`config.mk`:
```
export PLATFORM = sky130hd
export DESIGN_NAME = itf_dram_responder
export DESIGN_NICKNAME = d
export VERILOG_FILES = /design/src/rtl/itf_pkg.sv /design/src/rtl/itf_dram_responder_fifo.sv /design/src/rtl/itf_dram_responder.sv
export SDC_FILE = /design/constraint.sdc
export NUM_CORES = 1
export LEC_CHECK = 0
export ABC_CLOCK_PERIOD_IN_PS = 5830
export BUFFER_PORTS_ARGS = -buffer_cell sky130_fd_sc_hd__buf_4
export CAP_MARGIN = 20
export CORE_UTILIZATION = 30
export CTS_BUF_LIST = sky130_fd_sc_hd__clkbuf_8
export DETAILED_ROUTE_END_ITERATION = 12
export MAX_ROUTING_LAYER = met4
export SLEW_MARGIN = 20
export SYNTH_ARGS = -nofsm -noshare
export SYNTH_HDL_FRONTEND = slang
export SYNTH_SLANG_ARGS = --single-unit
```
`constraint.sdc`:
```
create_clock -name clk -period 5.83 [get_ports clk]
set_clock_uncertainty 0.05 [all_clocks]
set_input_delay 0.583 -clock clk [delete_from_list [all_inputs] [get_ports clk]]
set_output_delay 0.583 -clock clk [all_outputs]
set_load 0.1 [all_outputs]
```
`src/rtl/itf_pkg.sv`:
```
`default_nettype none
// +----------------------------------------------------------------------------+
// | Package : itf_pkg                                                          |
// | Shared state encoding, command field offsets and beat sizing for the ITF.  |
// | Rev     : 1.0                                                              |
// +----------------------------------------------------------------------------+
package itf_pkg;

    localparam logic [1:0] IDLE  = 2'd0;
    localparam logic [1:0] RD    = 2'd1;
    localparam logic [1:0] WR    = 2'd2;
    localparam logic [1:0] DRAIN = 2'd3;

    localparam int INOUT_LSB = 0;
    localparam int ADDR_LSB  = 1;
    localparam int NUM_LSB   = 33;

    function automatic int bytes_per_beat(input int port_width);
        return port_width / 8;
    endfunction

endpackage
`default_nettype wire

```
`src/rtl/itf_dram_responder_fifo.sv`:
```
`default_nettype none
// +----------------------------------------------------------------------------+
// | Module : FIFO_FWFT                                                         |
// | First-word-fall-through FIFO with synchronous flush; head is always on     |
// | o_dout while not empty. Rev 1.0                                            |
// +----------------------------------------------------------------------------+
module FIFO_FWFT #(
    parameter int DATA_WIDTH = 128,
    parameter int ADDR_WIDTH = 2
) (
    input  logic                  clk,
    input  logic                  rst_n,
    input  logic                  i_flush,
    input  logic                  i_push,
    input  logic [DATA_WIDTH-1:0] i_din,
    input  logic                  i_pop,
    output logic [DATA_WIDTH-1:0] o_dout,
    output logic                  o_empty,
    output logic [ADDR_WIDTH:0]   o_count
);
    localparam int                c_depth    = 1 << ADDR_WIDTH;
    localparam logic [ADDR_WIDTH:0] c_cnt_full = (ADDR_WIDTH+1)'(c_depth);

    logic [DATA_WIDTH-1:0] r_mem [c_depth];
    logic [ADDR_WIDTH-1:0] r_wptr;
    logic [ADDR_WIDTH-1:0] r_rptr;
    logic [ADDR_WIDTH:0]   r_count;
    logic                  w_do_push;
    logic                  w_do_pop;

    // A push into a full FIFO is allowed when the head leaves on the same edge.
    assign w_do_pop  = i_pop && (r_count != '0);
    assign w_do_push = i_push && ((r_count != c_cnt_full) || w_do_pop);

    always_ff @(posedge clk) begin
        if (w_do_push) begin
            r_mem[r_wptr] <= i_din;
        end
    end

    always_ff @(posedge clk or negedge rst_n) begin
        if (!rst_n) begin
            r_wptr  <= '0;
            r_rptr  <= '0;
            r_count <= '0;
        end else if (i_flush) begin
            r_wptr  <= '0;
            r_rptr  <= '0;
            r_count <= '0;
        end else begin
            if (w_do_push) r_wptr <= r_wptr + ADDR_WIDTH'(1);
            if (w_do_pop)  r_rptr <= r_rptr + ADDR_WIDTH'(1);
            case ({w_do_push, w_do_pop})
                2'b10:   r_count <= r_count + (ADDR_WIDTH+1)'(1);
                2'b01:   r_count <= r_count - (ADDR_WIDTH+1)'(1);
                default: r_count <= r_count;
            endcase
        end
    end

    assign o_dout  = r_mem[r_rptr];
    assign o_empty = (r_count == '0);
    assign o_count = r_count;

endmodule
`default_nettype wire

```
`src/rtl/itf_dram_responder.sv`:
```
`default_nettype none
// +----------------------------------------------------------------------------+
// | Module : itf_dram_responder                                                |
// | Off-chip end of the GIC<->ITF port: DRAM reads streamed to the chip        |
// | (IN2CHIP) and chip beats written to DRAM (OUT2OFF).                        |
// | Option : ITFRSP_LEN_CHECK_EN adds the sticky ErrLen beat-count check.      |
// | Rev    : 1.0                                                               |
// +----------------------------------------------------------------------------+
module itf_dram_responder #(
    parameter int PORT_WIDTH      = 128,
    parameter int SRAM_WIDTH      = 256,
    parameter int DRAM_ADDR_WIDTH = 32,
    parameter int NUM_WIDTH       = 16,
    parameter int FIFO_AW         = 2
) (
    input  logic                       clk,
    input  logic                       rst_n,
    input  logic                       GICITF_CmdVld,
    input  logic [PORT_WIDTH-1:0]      GICITF_Dat,
    input  logic                       GICITF_DatVld,
    input  logic                       GICITF_DatLast,
    output logic                       ITFGIC_DatRdy,
    output logic [PORT_WIDTH-1:0]      ITFGIC_Dat,
    output logic                       ITFGIC_DatVld,
    output logic                       ITFGIC_DatLast,
    input  logic                       GICITF_DatRdy,
    output logic [DRAM_ADDR_WIDTH-1:0] DRAM_RdAddr,
    output logic                       DRAM_RdAddrVld,
    input  logic                       DRAM_RdAddrRdy,
    input  logic [PORT_WIDTH-1:0]      DRAM_RdDat,
    input  logic                       DRAM_RdDatVld,
    output logic [DRAM_ADDR_WIDTH-1:0] DRAM_WrAddr,
    output logic [PORT_WIDTH-1:0]      DRAM_WrDat,
    output logic                       DRAM_WrDatVld,
    input  logic                       DRAM_WrDatRdy,
    output logic                       Busy
`ifdef ITFRSP_LEN_CHECK_EN
    ,
    output logic                       ErrLen
`endif
);
    import itf_pkg::*;

    localparam int c_ratio    = SRAM_WIDTH / PORT_WIDTH;
    localparam int c_ratio_lg = $clog2(c_ratio);
    localparam int c_tw       = NUM_WIDTH + c_ratio_lg;
    localparam int c_bpb      = bytes_per_beat(PORT_WIDTH);
    localparam int c_infl_w   = FIFO_AW + 2;
    localparam logic [c_infl_w-1:0] c_depth = c_infl_w'(1 << FIFO_AW);

    logic [1:0]                 r_state;
    logic [1:0]                 w_next_state;
    logic [DRAM_ADDR_WIDTH-1:0] r_base;
    logic [c_tw-1:0]            r_tot;
    logic [c_tw-1:0]            r_issued;
    logic [c_tw-1:0]            r_sent;
    logic [FIFO_AW:0]           r_outst;

    logic                       w_cmd_fire;
    logic                       w_cmd_out;
    logic [NUM_WIDTH-1:0]       w_cmd_num;
    logic [DRAM_ADDR_WIDTH-1:0] w_cmd_base;
    logic [c_tw-1:0]            w_cmd_tot;
    logic                       w_abort;
    logic [c_infl_w-1:0]        w_inflight;
    logic                       w_rd_req;
    logic                       w_rd_fire;
    logic                       w_push;
    logic                       w_beat_vld;
    logic                       w_beat_fire;
    logic                       w_beat_last;
    logic                       w_wr_vld;
    logic                       w_wr_fire;
    logic                       w_flush;
    logic [DRAM_ADDR_WIDTH-1:0] w_addr;
    logic [PORT_WIDTH-1:0]      w_fifo_dout;
    logic                       w_fifo_empty;
    logic [FIFO_AW:0]           w_fifo_count;

    assign w_cmd_out  = GICITF_Dat[INOUT_LSB];
    assign w_cmd_base = GICITF_Dat[ADDR_LSB +: DRAM_ADDR_WIDTH];
    assign w_cmd_num  = GICITF_Dat[NUM_LSB +: NUM_WIDTH];
    assign w_cmd_tot  = c_tw'(w_cmd_num) << c_ratio_lg;

    assign w_cmd_fire = (r_state == IDLE) && GICITF_CmdVld && GICITF_DatVld;
    assign w_abort    = GICITF_CmdVld && ((r_state == RD) || (r_state == WR));

    // Issued-but-unreturned reads plus queued beats never exceed the FIFO depth,
    // so returns can always be accepted without back-pressure.
    assign w_inflight = c_infl_w'(r_outst) + c_infl_w'(w_fifo_count);
    assign w_rd_req   = (r_state == RD) && !GICITF_CmdVld
                        && (r_issued < r_tot) && (w_inflight < c_depth);
    assign w_rd_fire  = w_rd_req && DRAM_RdAddrRdy;
    assign w_push     = DRAM_RdDatVld && (r_state == RD);

    assign w_beat_vld  = (r_state == RD) && !w_fifo_empty && !GICITF_CmdVld;
    assign w_beat_fire = w_beat_vld && GICITF_DatRdy;
    assign w_beat_last = (r_sent == (r_tot - c_tw'(1)));

    // A command beat arriving mid-write is an abort, never write data.
    assign w_wr_vld  = (r_state == WR) && GICITF_DatVld && !GICITF_CmdVld;
    assign w_wr_fire = w_wr_vld && DRAM_WrDatRdy;

    assign w_flush = (r_state == DRAIN) && (r_outst == '0);

    // r_issued doubles as the write beat index while in WR.
    assign w_addr = r_base + (DRAM_ADDR_WIDTH'(r_issued) * DRAM_ADDR_WIDTH'(c_bpb));

    always_ff @(posedge clk or negedge rst_n) begin
        if (!rst_n) begin
            r_state <= IDLE;
        end else begin
            r_state <= w_next_state;
        end
    end

    always_comb begin
        w_next_state = r_state;
        case (r_state)
            IDLE: begin
                if (w_cmd_fire && (w_cmd_num != '0)) begin
                    w_next_state = w_cmd_out ? WR : RD;
                end
            end
            RD: begin
                if (w_abort)                         w_next_state = DRAIN;
                else if (w_beat_fire && w_beat_last) w_next_state = IDLE;
            end
            WR: begin
                if (w_abort)                          w_next_state = DRAIN;
                else if (w_wr_fire && GICITF_DatLast) w_next_state = IDLE;
            end
            DRAIN: begin
                if (r_outst == '0) w_next_state = IDLE;
            end
            default: w_next_state = IDLE;
        endcase
    end

    always_comb begin
        ITFGIC_DatRdy  = 1'b0;
        ITFGIC_DatVld  = 1'b0;
        ITFGIC_DatLast = 1'b0;
        DRAM_RdAddrVld = 1'b0;
        DRAM_WrDatVld  = 1'b0;
        Busy           = (r_state != IDLE);
        case (r_state)
            IDLE: ITFGIC_DatRdy = 1'b1;
            RD: begin
                ITFGIC_DatVld  = w_beat_vld;
                ITFGIC_DatLast = w_beat_vld && w_beat_last;
                DRAM_RdAddrVld = w_rd_req;
            end
            WR: begin
                ITFGIC_DatRdy = DRAM_WrDatRdy && !GICITF_CmdVld;
                DRAM_WrDatVld = w_wr_vld;
            end
            default: ;
        endcase
    end

    always_ff @(posedge clk or negedge rst_n) begin
        if (!rst_n) begin
            r_base   <= '0;
            r_tot    <= '0;
            r_issued <= '0;
            r_sent   <= '0;
        end else if (w_cmd_fire) begin
            r_base   <= w_cmd_base;
            r_tot    <= w_cmd_tot;
            r_issued <= '0;
            r_sent   <= '0;
        end else begin
            if (w_rd_fire || w_wr_fire) r_issued <= r_issued + c_tw'(1);
            if (w_beat_fire)            r_sent   <= r_sent + c_tw'(1);
        end
    end

    always_ff @(posedge clk or negedge rst_n) begin
        if (!rst_n) begin
            r_outst <= '0;
        end else begin
            case ({w_rd_fire, DRAM_RdDatVld && (r_outst != '0)})
                2'b10:   r_outst <= r_outst + (FIFO_AW+1)'(1);
                2'b01:   r_outst <= r_outst - (FIFO_AW+1)'(1);
                default: r_outst <= r_outst;
            endcase
        end
    end

    FIFO_FWFT #(
        .DATA_WIDTH (PORT_WIDTH),
        .ADDR_WIDTH (FIFO_AW)
    ) u_ret_fifo (
        .clk     (clk),
        .rst_n   (rst_n),
        .i_flush (w_flush),
        .i_push  (w_push),
        .i_din   (DRAM_RdDat),
        .i_pop   (w_beat_fire),
        .o_dout  (w_fifo_dout),
        .o_empty (w_fifo_empty),
        .o_count (w_fifo_count)
    );

    assign ITFGIC_Dat  = w_fifo_dout;
    assign DRAM_RdAddr = w_addr;
    assign DRAM_WrAddr = w_addr;
    assign DRAM_WrDat  = GICITF_Dat;

`ifdef ITFRSP_LEN_CHECK_EN
    logic r_err_len;
    logic w_len_bad;

    // Last must land exactly on beat TOT-1, and beat TOT-1 must carry Last.
    assign w_len_bad = w_wr_fire && (GICITF_DatLast != (r_issued == (r_tot - c_tw'(1))));

    always_ff @(posedge clk or negedge rst_n) begin
        if (!rst_n) begin
            r_err_len <= 1'b0;
        end else if (w_cmd_fire) begin
            r_err_len <= 1'b0;
        end else if (w_len_bad) begin
            r_err_len <= 1'b1;
        end
    end

    assign ErrLen = r_err_len;
`endif

endmodule
`default_nettype wire

```
==> results.md <==
Finish:
- The sequential cells in the finished layout cover a total of 17,700 sq um.
- The layout has 7,924 filler cells.
- In the final design database the tool counted 2,396 nets.
- In the layout the commonest cells are 512 x sky130_fd_sc_hd__edfxtp_1, 443 x sky130_fd_sc_hd__buf_4, 154 x sky130_fd_sc_hd__dlygate4sd3_1, 151 x sky130_fd_sc_hd__nand2_1, 128 x sky130_fd_sc_hd__mux4_2.
- The utilization of the core after routing is between 30% and 40%.
- The area of the multi-input gates is 6700 sq um.
- After the flow finishes, the layout carries non-filler instances totaling 3,314.
- Compared with the post-synthesis result, the final layout area differs by 27.8%.
- The library cell used most frequently in the layout, excluding fill and tap cells, is sky130_fd_sc_hd__edfxtp_1.
- Of the cells placed in the final design, the portion with a size suffix greater than 1 is about 34%.

Detailed routing:
- Dividing the detail-routed wire length by the instance count gives 20.0 um.
- In this run the top signal layer used is met4.
- The count of TritonRoute iterations in the first routing pass is 4.
- The ratio of routed vias to standard cells is 4.60.
- The met3 wire length is 3.99 mm.
- The initial detailed-routing violation count is 658.
- The total number of vias is 15.2k.
- The remaining number of nets flagged by the antenna check after routing is 0.
- Wire segments on met2 add up to between 30 and 40 mm in the final route.
- The detailed router put a total of 27.0 mm of wire on met1.
- The aggregate routed wire length is 66.4 mm.
- The DRC violation count after routing is 0.

Synth:
- Sequential cells were found to cover between 60% and 70% of the synthesized design area.
- The largest total area in the synthesized netlist belongs to sky130_fd_sc_hd__edfxtp_1.
- By area the synthesized netlist is led by sky130_fd_sc_hd__edfxtp_1 59%, sky130_fd_sc_hd__mux4_2 11%, sky130_fd_sc_hd__dfrtp_1 9.1%.
- In this run, synthesis produced a sequential element count of roughly 610.
- During synthesis, Yosys emitted a total of 0 warnings.
- The primary flip-flop cell chosen by synthesis mapping is sky130_fd_sc_hd__edfxtp_1.
- The share of synthesized flip-flops with an asynchronous set or reset is 15.5%.
- Synthesis produced a netlist with a net count of 1,902.
- The cell area after synthesis is 26,000 sq um.
- The post-synthesis average cell area is 16.4 sq um.
- In this run the biggest area consumer among cell types represents slightly below 60% of the synthesized area.
- The count of unique library cells instantiated by Yosys is 64.
- Counting flops with a built-in enable in the synthesized netlist gives 512.
- Synthesis produced 1,588 cells.

STA:
- The worst hold margin is a little under 0.08 ns.
- The smallest clock period supported by the final layout is computed as 4.91 ns.
- The tightest slew margin relative to the limit is 29.3%.
- Of the available clock period, the critical path in the final layout requires 84.2%.
- The number of pins exceeding their max-slew limit in the final report came to 0.
- Setup total negative slack on the finished layout was measured at 0 ns.
- The number of hold violations in the final report was 0.
- Setup repair after global routing left no endpoint under its margin.
- The final worst-path setup slack is 0.922 ns.
- The number of setup violations in the final report is 0.
- For this run, the top clock speed supported by timing is 0.204 GHz.
- At the pin with the least slew margin, the transition time is 1.06 ns.

Clocking:
- The library cell used as clock root buffer is sky130_fd_sc_hd__clkbuf_8.
- The number of clock sinks seen by CTS is 606.
- The clock slew at the register clock pins of the worst setup and hold paths is 0.07 ns.
- The number of clock buffers added by TritonCTS is about 100.
- Clock latency on the worst-skew pair, taken at its later pin, is around 0.7 ns.
- The buffers inserted during post-CTS setup optimization is 0.
- The maximum buffer depth of the clock tree is 3.
- TritonCTS built the clock tree.
- The level count of the clock H-tree is 3.

Critical path:
- The sort of element at the start of the critical path is a flop.
- The worst setup path is of the reg -> out kind.
- Data arrives at the worst endpoint at 4.27 ns.
- STA classifies the critical path endpoint as an output pin.
- The data required time of the worst path is about 5.2 ns.
- The biggest fanout along the worst timing path is 8.

Power:
- The ratio of total power to cell area is 578 nW/um^2.
- The worst-case IR drop observed on VDD is 0.000638 V.
- In this run, the combinational gates consume a little under 50% of the power.
- The net switching power is 9.54 mW.
- In this run the static leakage power is 12.5 nW.
- The internal portion of the total power is slightly below 10 mW.
- The clock network is responsible for 20.6% of the overall power.
- The net switching share of the total power is 49.7%.
- Sequential cells account for 29.8% of the total power.

Placed design:
- OpenSTA, run right after detailed placement, puts the worst setup slack at 1.64 ns.
- The number of buffer cells added on primary ports is 432.
- The routability congestion estimate is 0.859.
- The HPWL after detailed placement is 44.4 mm.
- The number of cells in the design after placement is a little under 3k.

Flow run:
- The number of max-capacitance violations reported is 0.

Global routing:
- The global-route usage over all layers is 15.2%.
- The number of global-route vias before repair is 16.5k.
- The pin count of the biggest net entering global routing is 71.
- The initial antenna violation count is 5.
- The first global-routing pass estimated 97.9 mm of wire.
- The aggregate global routing overflow is 0.

Outcome:
- The flow ran to the end, and the final reports show no timing, DRC or antenna violations.

Worst hold path:
- The tightest min-delay check is of the in -> reg type.

Floorplanning:
- Measured along the y axis, the die boundary spans a little under 300 um.
- During I/O placement, the number of pins put on the boundary was 591.
- The core region is between 80,000 and 90,000 sq um.
- The floorplan die area is 87,700 sq um.
- The x dimension of the die is 296 um.
- The starting utilization of the core area is between 30% and 40%.
- Row generation in the floorplan step produced around 110 rows.
==> Yosys cell counts (13+ instances only) <==
cell type and n:
sky130_fd_sc_hd__and2_1 13, sky130_fd_sc_hd__buf_1 16, sky130_fd_sc_hd__ha_1 46, sky130_fd_sc_hd__a21oi_1 30, sky130_fd_sc_hd__inv_1 36, sky130_fd_sc_hd__nand2_1 151, sky130_fd_sc_hd__nor2_1 61, sky130_fd_sc_hd__dfrtp_1 94
sky130_fd_sc_hd__o21ai_1 15, sky130_fd_sc_hd__nand3_1 33, sky130_fd_sc_hd__mux4_2 128, sky130_fd_sc_hd__edfxtp_1 512, sky130_fd_sc_hd__xnor2_1 23, sky130_fd_sc_hd__nor3_1 15, sky130_fd_sc_hd__and3_1 15, sky130_fd_sc_hd__clkbuf_1 34
sky130_fd_sc_hd__xor2_1 40, sky130_fd_sc_hd__o21ai_0 27, sky130_fd_sc_hd__buf_4 164
==> sequential cells by signal (all words and copies together), names as in the netlist <==
name	cells
u_ret_fifo.r_mem	512
r_base	32
r_issued	17
r_sent	17
r_tot	16
r_outst	3
u_ret_fifo.o_count	3
r_state	2
u_ret_fifo.r_rptr	2
u_ret_fifo.r_wptr	2
==> power by group through the flow <==
stage                     Sequential [mW]  Clock [mW]  Combinational (mW)
final                                5.71        3.94                9.53
after global placement               5.78           0                9.48
after CTS                            5.73        4.08                9.62
after floorplan                      5.56           0                8.02
after detailed placement             5.81           0                9.50
after global routing                 5.79        4.25                9.90
==> cell families (layout without fill, tap and decap cells) <==
| group | Yosys count | count (layout) | synth area share, % |
|---|---|---|---|
| DFF | 606 | 606 | 68.3 |
| and+or+nand+nor | 349 | 349 | 6.36 |
| buffers and inverters | 252 | 830 | 6.02 |
| AOI/OAI and AO/OA | 135 | 135 | 3.40 |
| muxes | 133 | 133 | 11.3 |
| xor gates and xnor gates | 64 | 64 | 2.22 |
| adders and majority gates | 49 | 49 | 2.45 |
| other | 0 | 4 | 0 |
==> path summary, 6_finish.rpt <==
kind                       cells past startpoint      startpoint                     end  slack, ns
setup reg to reg                               8      r_state[1]  u_ret_fifo.r_mem[2][2]       1.84
max in group asynchronous                      3           rst_n              r_outst[0]       4.16
setup / recovery                               9     r_issued[6]         DRAM_WrAddr[29]       0.92
hold / removal                                 3  GICITF_Dat[11]              r_base[10]       0.08
hold reg to reg                                2      r_base[12]              r_base[12]       0.44
min in group asynchronous                      2           rst_n               r_sent[9]       0.28
==> worst max-delay path, stage by stage, from the launching register on <==
cell and delay (ns):
sky130_fd_sc_hd__dfrtp_1 0.46, sky130_fd_sc_hd__ha_1 0.39, sky130_fd_sc_hd__a2111oi_0 0.37, sky130_fd_sc_hd__o21ai_1 0.18, sky130_fd_sc_hd__a221oi_1 0.44, sky130_fd_sc_hd__nor3_1 0.17, sky130_fd_sc_hd__nor4_2 0.68, sky130_fd_sc_hd__nor3b_1 0.15
sky130_fd_sc_hd__xor2_1 0.38, sky130_fd_sc_hd__buf_4 0.37
==> layer usage <==
layer,track usage [%],up-vias
met4,5.81,0
li1,-,6930
met1,17.8,7742
met2,25.1,424
met3,3.96,150
met5,-,-
==> metrics by stage <==
| stage | instance area, sq um | total power, mW |
|---|---|---|
| after floorplan | 26000 | 13.6 |
| after global placement | 29500 | 15.3 |
| after detailed placement | 29500 | 15.3 |
| after CTS | 33200 | 19.4 |
| after global routing | 33200 | 19.9 |
| final | 33200 | 19.2 |
==> cell type report <==
cell class | count | area share (%)
Clock inverter | 84 | 2.13
Multi-Input combinational cell | 730 | 20.2
Tap cell | 1144 | 4.31
Antenna cell | 4 | 0.0302
Sequential cell | 606 | 53.4
Clock buffer | 105 | 4.35
Inverter | 36 | 0.407
Timing Repair Buffer | 605 | 15.2
==> what timing repair did <==
action / in CTS / in global routing
setup endpoints to repair: 0 / 0
gates resized for setup: 0 / 0
hold buffers: 154 / 0
endpoints found under the hold margin: 558 / 0
Note: power is estimated with default switching activity, not from simulation.
